==> config.mk <==
export PLATFORM = sky130hd
export DESIGN_NAME = fa_bist
export DESIGN_NICKNAME = d
export VERILOG_FILES = /design/src/rtl/fa_bist_pkg.sv /design/src/rtl/fa_bist_settle_timer.sv /design/src/rtl/fa_bist.sv
export SDC_FILE = /design/constraint.sdc
export NUM_CORES = 1
export LEC_CHECK = 0
export CAP_MARGIN = 25
export CORE_AREA = 2 2 58 60
export DETAILED_ROUTE_END_ITERATION = 8
export DIE_AREA = 0 0 60 62
export GPL_ROUTABILITY_DRIVEN = 0
export PLACE_DENSITY = 0.73
export SYNTH_ARGS = -nofsm -noshare
export SYNTH_HDL_FRONTEND = slang
export SYNTH_SLANG_ARGS = --single-unit
==> constraint.sdc <==
create_clock -name clk -period 1.9 [get_ports clk]
set_clock_uncertainty 0.15 [all_clocks]
set_input_delay 0.38 -clock clk [delete_from_list [all_inputs] [get_ports clk]]
set_output_delay 0.38 -clock clk [all_outputs]
set_load 0.005 [all_outputs]
==> src/rtl/fa_bist_pkg.sv <==
// Shared types and golden model for the full-adder BIST engine.
// Latency: n/a (types and pure function only).
// Backpressure: n/a.
package fa_bist_pkg;

  typedef enum logic [2:0] {
    S_IDLE  = 3'd0,
    S_APPLY = 3'd1,
    S_WAIT  = 3'd2,
    S_CHECK = 3'd3,
    S_DONE  = 3'd4
  } state_t;

  localparam int         N_VEC    = 8;
  localparam logic [3:0] FAIL_SAT = 4'd8;

  // Golden full-adder response for vector {A,B,C}, returned as {carry,sum}.
  function automatic logic [1:0] fa_golden(input logic [2:0] v);
    logic s;
    logic c;
    s = v[2] ^ v[1] ^ v[0];
    c = (v[2] & v[1]) | (v[2] & v[0]) | (v[1] & v[0]);
    return {c, s};
  endfunction

endpackage

==> src/rtl/fa_bist_settle_timer.sv <==
// Loadable 4-bit down-counter with zero flag, paces the adder settle time.
// Latency: load or decrement visible one cycle later; zero flag is combinational on the count.
// Backpressure: none; holds at zero when decremented past it.
module settle_timer #(
  parameter int W = 4
) (
  input  logic         clk,
  input  logic         rst,
  input  logic         load_i,
  input  logic [W-1:0] load_val_i,
  input  logic         dec_i,
  output logic         zero_o
);

  logic [W-1:0] cnt_q;
  logic [W-1:0] cnt_d;

  // Next count: load wins over decrement; never wraps below zero.
  always_comb begin
    cnt_d = cnt_q;
    if (load_i) begin
      cnt_d = load_val_i;
    end else if (dec_i && (cnt_q != '0)) begin
      cnt_d = cnt_q - 1'b1;
    end
  end

  // Count register with synchronous reset.
  always_ff @(posedge clk) begin
    if (rst) begin
      cnt_q <= '0;
    end else begin
      cnt_q <= cnt_d;
    end
  end

  assign zero_o = (cnt_q == '0);

endmodule

==> src/rtl/fa_bist.sv <==
// BIST engine: drives all 8 full-adder vectors, checks Sum/Carry, reports pass and first failure.
// Latency: 8*(SETTLE+1)+7 cycles of run after the start edge, then done; all outputs registered.
// Backpressure: none; start is ignored while busy and only sampled in IDLE or DONE.
module fa_bist
  import fa_bist_pkg::*;
#(
  parameter int SETTLE = 2
) (
  input  logic       clk,
  input  logic       rst,
  input  logic       start,
  output logic       a_out,
  output logic       b_out,
  output logic       c_out,
  input  logic       sum_in,
  input  logic       carry_in,
  output logic       busy,
  output logic       done,
  output logic       pass,
  output logic [3:0] fail_cnt,
  output logic [2:0] fail_vec,
  output logic [1:0] fail_bits
);

  // Counter reload value: WAIT spends SETTLE cycles including the one where the count hits zero.
  localparam logic [3:0] SETTLE_LD = 4'(SETTLE - 1);
  localparam logic [2:0] LAST_VEC  = 3'(N_VEC - 1);

  state_t     state_q, state_d;
  logic [2:0] vec_q, vec_d;
  logic [2:0] stim_q, stim_d;
  logic [3:0] fail_cnt_q, fail_cnt_d;
  logic [2:0] fail_vec_q, fail_vec_d;
  logic [1:0] fail_bits_q, fail_bits_d;
  logic       busy_q, busy_d;
  logic       done_q, done_d;
  logic       pass_q, pass_d;

  logic       tmr_load;
  logic       tmr_dec;
  logic       tmr_zero;
  logic [1:0] exp_resp;
  logic [1:0] err_bits;

  settle_timer #(.W(4)) u_timer (
    .clk        (clk),
    .rst        (rst),
    .load_i     (tmr_load),
    .load_val_i (SETTLE_LD),
    .dec_i      (tmr_dec),
    .zero_o     (tmr_zero)
  );

  assign exp_resp = fa_golden(stim_q);
  assign err_bits = {carry_in ^ exp_resp[1], sum_in ^ exp_resp[0]};

  // Next-state, datapath updates and next values of the registered status outputs.
  always_comb begin
    state_d     = state_q;
    vec_d       = vec_q;
    stim_d      = stim_q;
    fail_cnt_d  = fail_cnt_q;
    fail_vec_d  = fail_vec_q;
    fail_bits_d = fail_bits_q;
    tmr_load    = 1'b0;
    tmr_dec     = 1'b0;

    case (state_q)
      S_IDLE, S_DONE: begin
        if (start) begin
          vec_d       = '0;
          stim_d      = '0;
          fail_cnt_d  = '0;
          fail_vec_d  = '0;
          fail_bits_d = '0;
          tmr_load    = 1'b1;
          state_d     = S_WAIT;
        end
      end
      S_WAIT: begin
        tmr_dec = 1'b1;
        if (tmr_zero) begin
          state_d = S_CHECK;
        end
      end
      S_CHECK: begin
        if (err_bits != 2'b00) begin
          if (fail_cnt_q < FAIL_SAT) begin
            fail_cnt_d = fail_cnt_q + 1'b1;
          end
          // An empty count means this is the first failure of the run.
          if (fail_cnt_q == '0) begin
            fail_vec_d  = stim_q;
            fail_bits_d = err_bits;
          end
        end
        if (vec_q == LAST_VEC) begin
          state_d = S_DONE;
        end else begin
          vec_d   = vec_q + 1'b1;
          stim_d  = vec_q + 1'b1;
          state_d = S_APPLY;
        end
      end
      S_APPLY: begin
        tmr_load = 1'b1;
        state_d  = S_WAIT;
      end
      default: begin
        state_d = S_IDLE;
      end
    endcase

    busy_d = (state_d == S_APPLY) || (state_d == S_WAIT) || (state_d == S_CHECK);
    done_d = (state_d == S_DONE);
    pass_d = done_d && (fail_cnt_d == '0);
  end

  // State and result registers; reset aborts any run with no partial results kept.
  always_ff @(posedge clk) begin
    if (rst) begin
      state_q     <= S_IDLE;
      vec_q       <= '0;
      stim_q      <= '0;
      fail_cnt_q  <= '0;
      fail_vec_q  <= '0;
      fail_bits_q <= '0;
      busy_q      <= 1'b0;
      done_q      <= 1'b0;
      pass_q      <= 1'b0;
    end else begin
      state_q     <= state_d;
      vec_q       <= vec_d;
      stim_q      <= stim_d;
      fail_cnt_q  <= fail_cnt_d;
      fail_vec_q  <= fail_vec_d;
      fail_bits_q <= fail_bits_d;
      busy_q      <= busy_d;
      done_q      <= done_d;
      pass_q      <= pass_d;
    end
  end

  assign a_out     = stim_q[2];
  assign b_out     = stim_q[1];
  assign c_out     = stim_q[0];
  assign busy      = busy_q;
  assign done      = done_q;
  assign pass      = pass_q;
  assign fail_cnt  = fail_cnt_q;
  assign fail_vec  = fail_vec_q;
  assign fail_bits = fail_bits_q;

endmodule

==> metrics <==
status finished, violations left; failing checks negative setup slack; RSZ-0062 raised after global routing yes; Pre-Repair DR Iteration Count 3; global-route wire length before repair 4.12 mm; Pleak 0.615 nW; grt ovf 0; Initial Utilization 0.370; Inst Count DP 201; full die area 3720 µm²; maximum vdd ir drop 0.000213 V; Slew @ Worst Pin 0.373 ns; gr usage total 0.147; power per standard cell area 595 nW/µm²; Clock Latency Late Sink 0.30 ns; vias 989; hold crit path type flop to flop; Final period util 1.09; FFs w/ async S/R, synth 0; share of layout cells above drive strength 1 0.288; Die Y 62 µm; reg-to-reg slack, setup -0.17 ns; Syn Inst Count 127; Routed WL 2.68 mm; Syn Nets 138; clock-pin slew on the worst setup and hold paths 0.13 ns; EDFF count, synth 0; synthesized cell area 1170 µm²; PnR worst setup slack -0.172 ns; Pins Over Slew Limit 0; pre-CTS WS -0.218 ns; NumNets Final 175; Yosys reg bits 22; Non-Filler Instances 209; Crit path required time 2.00 ns; Max Cap Viol 0; H-tree levels 1; vias per inst 4.73; TritonCTS Buffers 3; row count 21; Primary FF master, synth dfxtp_1; # setup viols final 10; placed instance area 1510 µm²; final instance area 1620 µm²; antenna violations before repair 0; vias in the first global route 937; IO buf count 19; Critical Path Start Type flop; sequential fraction of the synthesis area 0.375; Detail Placement HPWL 2.01 mm; Max Fanout on Critical Path 4; Max Buffers Root-to-Sink 2; Clock Sinks 22; TNS Setup -1.23 ns; register area 445 µm²; YS warnings 0; Die Wd 60 µm; I/O pin total 20; CTS root buf clkbuf_4; Total Power 965 µW; Final Hold Viols 0; Diodes inserted 0; CP endpoint kind flop; Final min period 2.07 ns; Starting DRT DRC Count 36; fmax 0.483 GHz; wire per inst 12.8 µm; area of the multi-input gates 718 µm²; Filler cells 287; DRC violations left 0; ANT nets after route 0; Rel. slew slack 0.751; area delta synth->final 38.1%; largest net degree at the start of global routing 13; Std-Cell Core Area 3180 µm²; mean post-synth cell area 9.25 µm²; count of cell types in the netlist 41; Crit Path Category flop to flop; CTS tree yes; Crit path arrival time 2.18 ns
## cells in the mapped netlist, types with 3 or more instances
| library cell | n | area [µm²] |
|---|---|---|
| nand2_1 | 7 | 26.3 |
| nand2b_1 | 3 | 18.8 |
| buf_6 | 3 | 33.8 |
| nand3_1 | 11 | 55.1 |
| inv_1 | 8 | 30.0 |
| xor2_1 | 4 | 35.0 |
| ha_1 | 5 | 62.6 |
| nor2_1 | 8 | 30.0 |
| or2_0 | 3 | 18.8 |
| dfxtp_1 | 22 | 440 |
| a21oi_1 | 12 | 60.1 |
| nor2b_1 | 3 | 18.8 |
| mux2i_1 | 3 | 30.0 |
| o211ai_1 | 3 | 22.5 |
## where the power goes
part | internal, mW | switching [mW]
logic | 0.101 | 0.101
clock network | 0.117 | 0.144
registers | 0.481 | 0.0210
## flip-flops by register name, indices dropped and copies added, names as in the netlist
| name | count |
|---|---|
| fail_cnt | 4 |
| fail_bits | 2 |
| done | 1 |
| stim_q | 3 |
| state_q | 3 |
| pass | 1 |
| u_timer.cnt_q | 4 |
| fail_vec | 3 |
| busy | 1 |
## cell type report
cell class	count	share of cell area
multi-input combinational	91	0.443
sequential	22	0.274
timing repair buffer	38	0.207
tap	46	0.0355
clock buffer	4	0.0224
inverter	8	0.0185
## cell usage in the layout, fill, tap and decap left out, types with 3 or more instances in the layout
cell | Yosys | layout
a21oi_1 | 12 | 11
buf_4 | 0 | 19
clkbuf_4 | 0 | 3
clkdlybuf4s50_1 | 0 | 18
dfxtp_1 | 22 | 18
dfxtp_2 | 0 | 4
ha_1 | 5 | 5
inv_1 | 8 | 6
mux2i_1 | 3 | 3
nand2_1 | 7 | 7
nand2b_1 | 3 | 3
nand3_1 | 11 | 11
nor2_1 | 8 | 8
nor2b_1 | 3 | 3
o211ai_1 | 3 | 3
or2_0 | 3 | 3
xor2_1 | 4 | 3
## routing by layer
layer,vias to the layer above,share of wire,global-route usage
met5,-,0,0
met3,2,0.019,0.0290
li1,507,-,-
met4,0,0.0075,0.0317
met1,472,0.43,0.162
met2,8,0.54,0.289
## through the flow
stage | hold slack, ns | utilization
2_1_floorplan | 0.314 | -
3_3_place_gp | 0.309 | 0.474
3_5_place_dp | 0.314 | 0.474
4_1_cts | 0.332 | 0.503
5_1_grt | 0.355 | 0.510
6_report | 0.331 | 0.510
## timing repair
item	CTS	global route
resized for setup	5	6
setup endpoints to repair	10	13
setup buffers	3	1
pin swaps	4	6
hold buffers	0	0
## logic make-up (layout without fill, tap and decap cells)
| kind of cell | count (synthesis) | count (layout) | synth area share |
|---|---|---|---|
| xor+xnor | 7 | 7 | 0.0586 |
| buf+inv | 14 | 50 | 0.0660 |
| fa+ha+maj | 6 | 6 | 0.0703 |
| mux | 4 | 4 | 0.0351 |
| flops | 22 | 22 | 0.375 |
| simple gates | 50 | 50 | 0.249 |
| compound gates | 24 | 24 | 0.146 |
## final timing paths
check	endpoint	cells after the start	start
hold reg to reg	fail_vec[0]	2	fail_vec[0]
setup reg to reg	fail_cnt[0]	7	stim_q[1]
hold / removal	fail_vec[0]	2	fail_vec[0]
setup / recovery	fail_cnt[0]	7	stim_q[1]
## worst max-delay path, cell delays in order, from the launching register on
cell,delay (ns)
dfxtp_2,0.36
inv_2,0.04
fa_2,0.63
xnor2_4,0.10
buf_4,0.16
o21ai_2,0.17
mux2i_1,0.27
nor2b_1,0.14
Note: power is estimated with default switching activity, not from simulation.
